===== src/rtl/dram_wr_arbiter.sv =====
// Two-requester write arbiter in front of a 64x4 asynchronous-read RAM.
// A full clear sweep runs after reset and on request; round-robin resolves conflicts.
module dram_wr_arbiter #(
  parameter logic [3:0] CLEAR_DATA = 4'h0,
  parameter int         CNT_W      = 16
) (
  input  logic             clk,
  input  logic             rst,
  input  logic             clear_req,
  input  logic             wr0_valid,
  output logic             wr0_ready,
  input  logic [5:0]       wr0_addr,
  input  logic [3:0]       wr0_data,
  input  logic             wr1_valid,
  output logic             wr1_ready,
  input  logic [5:0]       wr1_addr,
  input  logic [3:0]       wr1_data,
  input  logic [5:0]       rd_addr,
  output logic [3:0]       rd_data,
  output logic             busy,
  output logic [CNT_W-1:0] wr_count,
  output logic [7:0]       conflict_count
);

  typedef enum logic {CLEAR, RUN} state_t;

  state_t           state_reg, state_next;
  logic [5:0]       sweep_reg, sweep_next;
  logic             last_grant_reg, last_grant_next;
  logic [CNT_W-1:0] wr_count_reg, wr_count_next;
  logic [7:0]       conflict_count_reg, conflict_count_next;

  logic             mem_we;
  logic [5:0]       mem_waddr;
  logic [3:0]       mem_wdata;

  always_ff @(posedge clk) begin
    if (rst) begin
      state_reg          <= CLEAR;
      sweep_reg          <= 6'd0;
      last_grant_reg     <= 1'b1;
      wr_count_reg       <= '0;
      conflict_count_reg <= 8'd0;
    end else begin
      state_reg          <= state_next;
      sweep_reg          <= sweep_next;
      last_grant_reg     <= last_grant_next;
      wr_count_reg       <= wr_count_next;
      conflict_count_reg <= conflict_count_next;
    end
  end

  // last_grant_reg = 1 means requester 1 won the most recent write, so requester 0 wins the next conflict.
  always_comb begin
    state_next          = state_reg;
    sweep_next          = sweep_reg;
    last_grant_next     = last_grant_reg;
    wr_count_next       = wr_count_reg;
    conflict_count_next = conflict_count_reg;
    wr0_ready           = 1'b0;
    wr1_ready           = 1'b0;
    mem_we              = 1'b0;
    mem_waddr           = sweep_reg;
    mem_wdata           = CLEAR_DATA;
    busy                = 1'b1;
    if (!rst) begin
      case (state_reg)
        CLEAR: begin
          mem_we     = 1'b1;
          sweep_next = sweep_reg + 6'd1;
          if (sweep_reg == 6'd63) state_next = RUN;
        end
        RUN: begin
          busy = 1'b0;
          if (wr0_valid && wr1_valid && conflict_count_reg != 8'hFF)
            conflict_count_next = conflict_count_reg + 8'd1;
          if (clear_req) begin
            state_next = CLEAR;
            sweep_next = 6'd0;
          end else begin
            wr0_ready = wr0_valid && (!wr1_valid || last_grant_reg);
            wr1_ready = wr1_valid && (!wr0_valid || !last_grant_reg);
            if (wr0_ready) begin
              mem_we          = 1'b1;
              mem_waddr       = wr0_addr;
              mem_wdata       = wr0_data;
              last_grant_next = 1'b0;
            end else if (wr1_ready) begin
              mem_we          = 1'b1;
              mem_waddr       = wr1_addr;
              mem_wdata       = wr1_data;
              last_grant_next = 1'b1;
            end
            if (mem_we && wr_count_reg != {CNT_W{1'b1}})
              wr_count_next = wr_count_reg + CNT_W'(1);
          end
        end
        default: state_next = CLEAR;
      endcase
    end
  end

  // Four 64x1 bit planes sharing one write address: the DIA..DID slices of a RAM64M.
  genvar gi;
  generate
    for (gi = 0; gi < 4; gi++) begin : g_plane
      logic bit_plane [64];
      always_ff @(posedge clk) begin
        if (mem_we) bit_plane[mem_waddr] <= mem_wdata[gi];
      end
      assign rd_data[gi] = bit_plane[rd_addr];
    end
  endgenerate

  assign wr_count       = wr_count_reg;
  assign conflict_count = conflict_count_reg;

endmodule


===== config.mk =====
export PLATFORM = sky130hd
export DESIGN_NAME = dram_wr_arbiter
export DESIGN_NICKNAME = d
export VERILOG_FILES = /design/src/rtl/dram_wr_arbiter.sv
export SDC_FILE = /design/constraint.sdc
export NUM_CORES = 1
export LEC_CHECK = 0
export ABC_CLOCK_PERIOD_IN_PS = 3200
export CAP_MARGIN = 20
export CORE_UTILIZATION = 55
export DETAILED_ROUTE_END_ITERATION = 6
export GPL_TIMING_DRIVEN = 0
export PLACE_DENSITY = 0.74
export RECOVER_POWER = 25
export SETUP_SLACK_MARGIN = 0.2
export SKIP_CTS_REPAIR_TIMING = 1
export SLEW_MARGIN = 25
export SYNTH_ARGS = -nofsm -noshare
export SYNTH_HDL_FRONTEND = slang
export SYNTH_SLANG_ARGS = --single-unit

===== constraint.sdc =====
create_clock -name clk -period 3.2 [get_ports clk]
set_input_delay 0.48 -clock clk [delete_from_list [all_inputs] [get_ports clk]]
set_output_delay 0.48 -clock clk [all_outputs]
set_load 0.005 [all_outputs]

Word-level counts from Yosys, hierarchy flattened --
Memories as Yosys holds them, arrays and structs flattened. Index checks and enable logic that the tools add are counted. W data, S select, Z words.
Operators by class: equality and inequality tests 4, mux-type cells 35, reductions and logical operators 14, add/sub/neg operators 3, bitwise operators 2
Operators with widths (count):
- $mux W6 | 6
- $mux W1 | 21
- $mux W4 | 5
- $add A16 B1 Y16 const B | 1
- $ne A16 B16 Y1 const B | 1
- $pmux W6 S2 | 1
- $add A8 B1 Y8 const B | 1
- $ne A8 B8 Y1 const B | 1
- $add A6 B1 Y6 const B | 1
- $eq A6 B6 Y1 const B | 1
- $reduce_and A3 Y1 | 2
- $logic_and A1 B1 Y1 | 5
- $pmux W1 S2 | 2
- $logic_not A1 Y1 | 3
- $logic_or A1 B1 Y1 | 2
- $ne A2 B2 Y1 const B | 1
- $not A1 Y1 | 2
- $reduce_and A2 Y1 | 1
- $reduce_bool A2 Y1 | 1
Storage, ports and cells: memories kept 4, flip-flop bits (word level) 32, output and inout bits 31, memory bits (writable) 256, logic and storage cells 67
Memories:
- g_plane[0].bit_plane | words 64, bits a word 1, read ports 1, clocked after memory_dff 0, write ports 1, RTL line 107 | logic bit_plane [64];
- g_plane[1].bit_plane | words 64, bits a word 1, read ports 1, clocked after memory_dff 0, write ports 1, RTL line 107
- g_plane[2].bit_plane | words 64, bits a word 1, read ports 1, clocked after memory_dff 0, write ports 1, RTL line 107
- g_plane[3].bit_plane | words 64, bits a word 1, read ports 1, clocked after memory_dff 0, write ports 1, RTL line 107

Depth between registers and ports, before layout --
depth in word-level cells 13, mapped depth 8, depth with buffers taken out 6

Worst setup path before layout --
OpenSTA, ideal clock, no wires.
path kind input to register, start input rst, end memory g_plane[0].bit_plane[0], data pin, setup slack 0.633 ns, cell stages on the path 6, arrival time 2.201 ns, library setup time 0.366 ns, path through buf_2 > nor3b_2 > nand3_1 > buf_2 > inv_1 > a22o_1
On the way: word-level cells in the longest chain between the ends 1
Ends and longest elaborated chain:
- start: declaration | RTL line 8 | input logic rst,
- $mux W4 | RTL line 66 | if (!rst) begin
- net mem_wdata[0] | RTL line 35 | logic [3:0] mem_wdata;
- end: declaration | RTL line 107
The timed path passes the listed nets, and every way through them passes these cells.

Final worst setup path --
start register state_reg, end memory g_plane[3].bit_plane[0] (enable)
On the way: word-level cells in the longest chain between the ends 5, elaborated cells on any way between the ends 7, those cells by class 6 x mux; 1 x bitwise
Ends and longest elaborated chain:
- start: declaration | RTL line 27 | state_t state_reg, state_next;
- start signal: assignment | RTL line 45 | state_reg <= state_next;
- $not A1 Y1
- $pmux W1 S2 | RTL line 67 | case (state_reg)
- $mux W1 | RTL line 66
- $mux W1 | RTL line 109 | if (mem_we) bit_plane[mem_waddr] <= mem_wdata[gi];
- $mux W1 (not written as such) | RTL line 109
- end: declaration | RTL line 107
Several ways; a longest one is shown, not always the timed one.

==> results.txt <==
----------------------------------------------------
[STA]
  Maximum clock frequency ... 331 MHz
  Clock Skew ... 15.0 ps
  Normalized max-slew margin ... 17.7%
  RSZ-0062 raised after global routing ... yes
  Least-Margin Pin Slew ... 1230 ps
  Setup violators final ... 0
  Final critical path time including I/O delays and setup ... 3020 ps
  Number of max-slew violations in the final report ... 0
  Hold violation count in the final report ... 0
  Tightest hold margin ... 226 ps
  Final worst path period share ... 94.3%

[Run]
  Max-capacitance violation count ... 0

[Die]
  Core Area ... 21100 um2
  Height of the die ... 149 um
  Die Width ... 149 um
  I/O pin cnt ... 62
  Die Footprint ... 22200 um2
  # rows ... 53
  Starting utilization of the core area ... 56.4%

[Setup path]
  Most frequent cell on the critical path ... nand3_1
  Cell chain of the critical path ... nor3b_2 -> nand3_1 -> buf_2 -> o221ai_1 -> nand3_1 -> nor2_1
  Critical Path RT ... 3380 ps
  Source of the critical timing path ... state_reg
  R2r startpoint ... state_reg
  Critical Path Slowest Stage Cell ... nand3_1
  Category of the critical setup timing path ... reg2reg
  Worst R2R Path Depth ... 6
  Critical path's largest stage delay ... 620 ps
  Data arrival time of the worst path ... 3190 ps
  Highest net fanout along the worst path ... 10
  Startpoint type of the worst setup path ... flop
  Sort of element at the end of the critical path ... flop

[Placement]
  Area after DPL ... 12900 um2
  Half-perimeter wire length after detailed placement ... 17800 um
  Routability-driven placement congestion ratio ... 0.850
  Number of I/O port buffers ... 58

[Finish]
  Count of inserted antenna diode cells ... 0
  Layout filler cell count ... 1365
  Area taken by flip-flops and latches ... 8330 um2
  Post-route design area ... 14200 um2
  Commonest cells after routing, fill and taps aside ... edfxtp_1 (256), nor2_1 (99), mux4_2 (57)
  Fin nets ... 858
  Area growth, synth to finish ... 19.1%
  Share of cells above drive strength 1 ... 19.9%
  Leading cell type in the layout, fill and taps excluded ... edfxtp_1
  Max reg flops ... 256
  Multi-input logic area ... 3450 um2
  Core occupancy in the finished layout ... 67.2%

[Drt]
  DRC marker count from the first detailed-route iteration ... 716
  Overall via count from detail_route ... 7180
  Number of vias per cell after detailed routing ... 6.40
  Antenna-violating nets left ... 0
  Number of DRC violations after detailed routing ... 0
  Router iterations before antenna repair ... 6
  Detailed Route WL ... 27300 um
  Wirelength per Cell ... 24.3 um

[Clock network]
  Buffers from clock root to sink, at most ... 3
  Cts bufs inserted ... 28
  Root buf cell ... clkbuf_16
  Worst-Skew Late Latency ... 540 ps
  CTS tree ... yes
  H-tree depth reported by CTS ... 1
  Clock transition at the register clock pins on the worst setup and hold paths after CTS ... 60 ps
  Clock sink count ... 288

[GRT]
  GRT Total Usage ... 25.3%
  Number of antenna violations at the first check in global routing ... 0
  First-pass GRT wire length ... 41400 um
  Pin count of the biggest net entering global routing ... 65
  Overflow after GRT ... 0
  Vias in the first global route ... 7257

[Synth]
  Number of synthesized flops with an enable pin ... 256
  Yosys reg bits ... 288
  Share of synthesized flip-flops with an asynchronous set or reset ... 0%
  Syn Nets ... 761
  Number of synthesis warnings ... 0
  Post-Syn Area per Cell ... 16.4 um2
  Part of the Yosys area used for sequential elements ... 70.0%
  Most used flip-flop cell after synthesis ... edfxtp_1
  Post-Synthesis Cells ... 727
  Distinct cell type count of the synthesized netlist ... 48
  Summed instance area of the synthesized netlist ... 11900 um2

[Min path]
  Startpoint of the worst hold path ... rst
  Classification of the worst-slack hold path ... in2reg
  Worst hold path cell count ... 2

[Power]
  Power Density ... 562 nW/um2
  Worst-case vdd ir drop ... 0.383 mV
  Leak ... 5.25 nW
  Overall power ... 7.97 mW

[Status]
  Result of the run ... finished clean

----------------------------------------------------
-- Yosys cell counts, types with 2 or more instances --
library cell / number / area [um2]
a22oi_1: 8 / 60.1
xor2_1: 10 / 87.6
mux4_2: 57 / 1280
a21oi_1: 7 / 35.0
nand4_1: 2 / 12.5
and3_1: 4 / 25.0
mux4_1: 5 / 131
o22ai_1: 9 / 56.3
nor3b_1: 2 / 15.0
buf_2: 9 / 45.0
a221oi_1: 3 / 26.3
nor3_1: 11 / 55.1
or3_1: 3 / 18.8
o21bai_1: 7 / 52.6
ha_1: 3 / 37.5
nand4b_1: 3 / 26.3
o21ai_0: 10 / 50.1
inv_1: 8 / 30.0
nor2b_1: 9 / 56.3
nor4_1: 5 / 31.3
nand2_1: 21 / 78.8
xnor2_1: 11 / 96.3
o221a_2: 5 / 56.3
nand2b_1: 5 / 31.3
a211oi_1: 3 / 22.5
edfxtp_1: 256 / 7690
buf_4: 7 / 52.6
a22o_1: 4 / 35.0
o211ai_1: 5 / 37.5
o2111ai_1: 3 / 26.3
a31oi_1: 6 / 37.5
clkbuf_1: 17 / 63.8
buf_6: 2 / 22.5
mux2i_1: 11 / 110
nand3_1: 39 / 195
nor2_1: 105 / 394
dfxtp_1: 32 / 641
o221ai_1: 8 / 70.1
and4_1: 3 / 26.3
-- per-layer routing --
metal | GRT usage, % | up-vias | wire, um
met1 | 34.7 | 3631 | 10800
met4 | 7.24 | 0 | 724
met2 | 42.5 | 397 | 13600
met3 | 3.52 | 58 | 2210
li1 | - | 3094 | -
met5 | 0 | - | 0
-- kinds of logic after synthesis --
logic type / synth area share [%]
compound gates: 4.89
xor+xnor: 1.55
fa+ha+maj: 0.316
buf+inv: 1.80
flops: 70.0
mux: 12.8
simple gates: 8.63
-- per-stage QoR --
step | setup slack [ps] | std cells | TNS, ps
after floorplan | 633 | 727 | 0
after global placement | -756 | 1060 | -175260
after detailed placement | -830 | 1064 | -37540
after CTS | -829 | 1116 | -3050
after global routing | 31.5 | 1121 | 0
final | 181 | 1121 | 0
-- worst max-delay path, delay by kind of cell (launching register included) --
family	cells	cell delay, ps
simple gates	4	1630
flops	1	440
buf+inv	1	210
compound gates	1	380
-- layout make-up --
type	instances	area share, %
plain buffers	35	2.06
clock buffers	38	5.71
clock inverters	14	1.56
inverters	8	0.212
multi-input cells	396	24.4
flip-flops and latches	288	58.8
well taps	275	2.43
repair buffers	67	4.91
-- power breakdown --
group          internal (mW)  leakage (nW)  switching [mW]
Clock                   2.25         0.501            1.34
Combinational          0.147          1.62           0.179
Sequential              4.04          3.13         0.00643
Total                   6.44          5.25            1.53
-- path summary, 6_finish.rpt --
check / end / slack, ps
setup / recovery: g_plane[3].bit_plane[0] / 180
hold reg to reg: last_grant_reg / 490
hold / removal: sweep_reg[0] / 230
setup reg to reg: g_plane[3].bit_plane[0] / 180
Note: power is estimated with default switching activity, not from simulation.
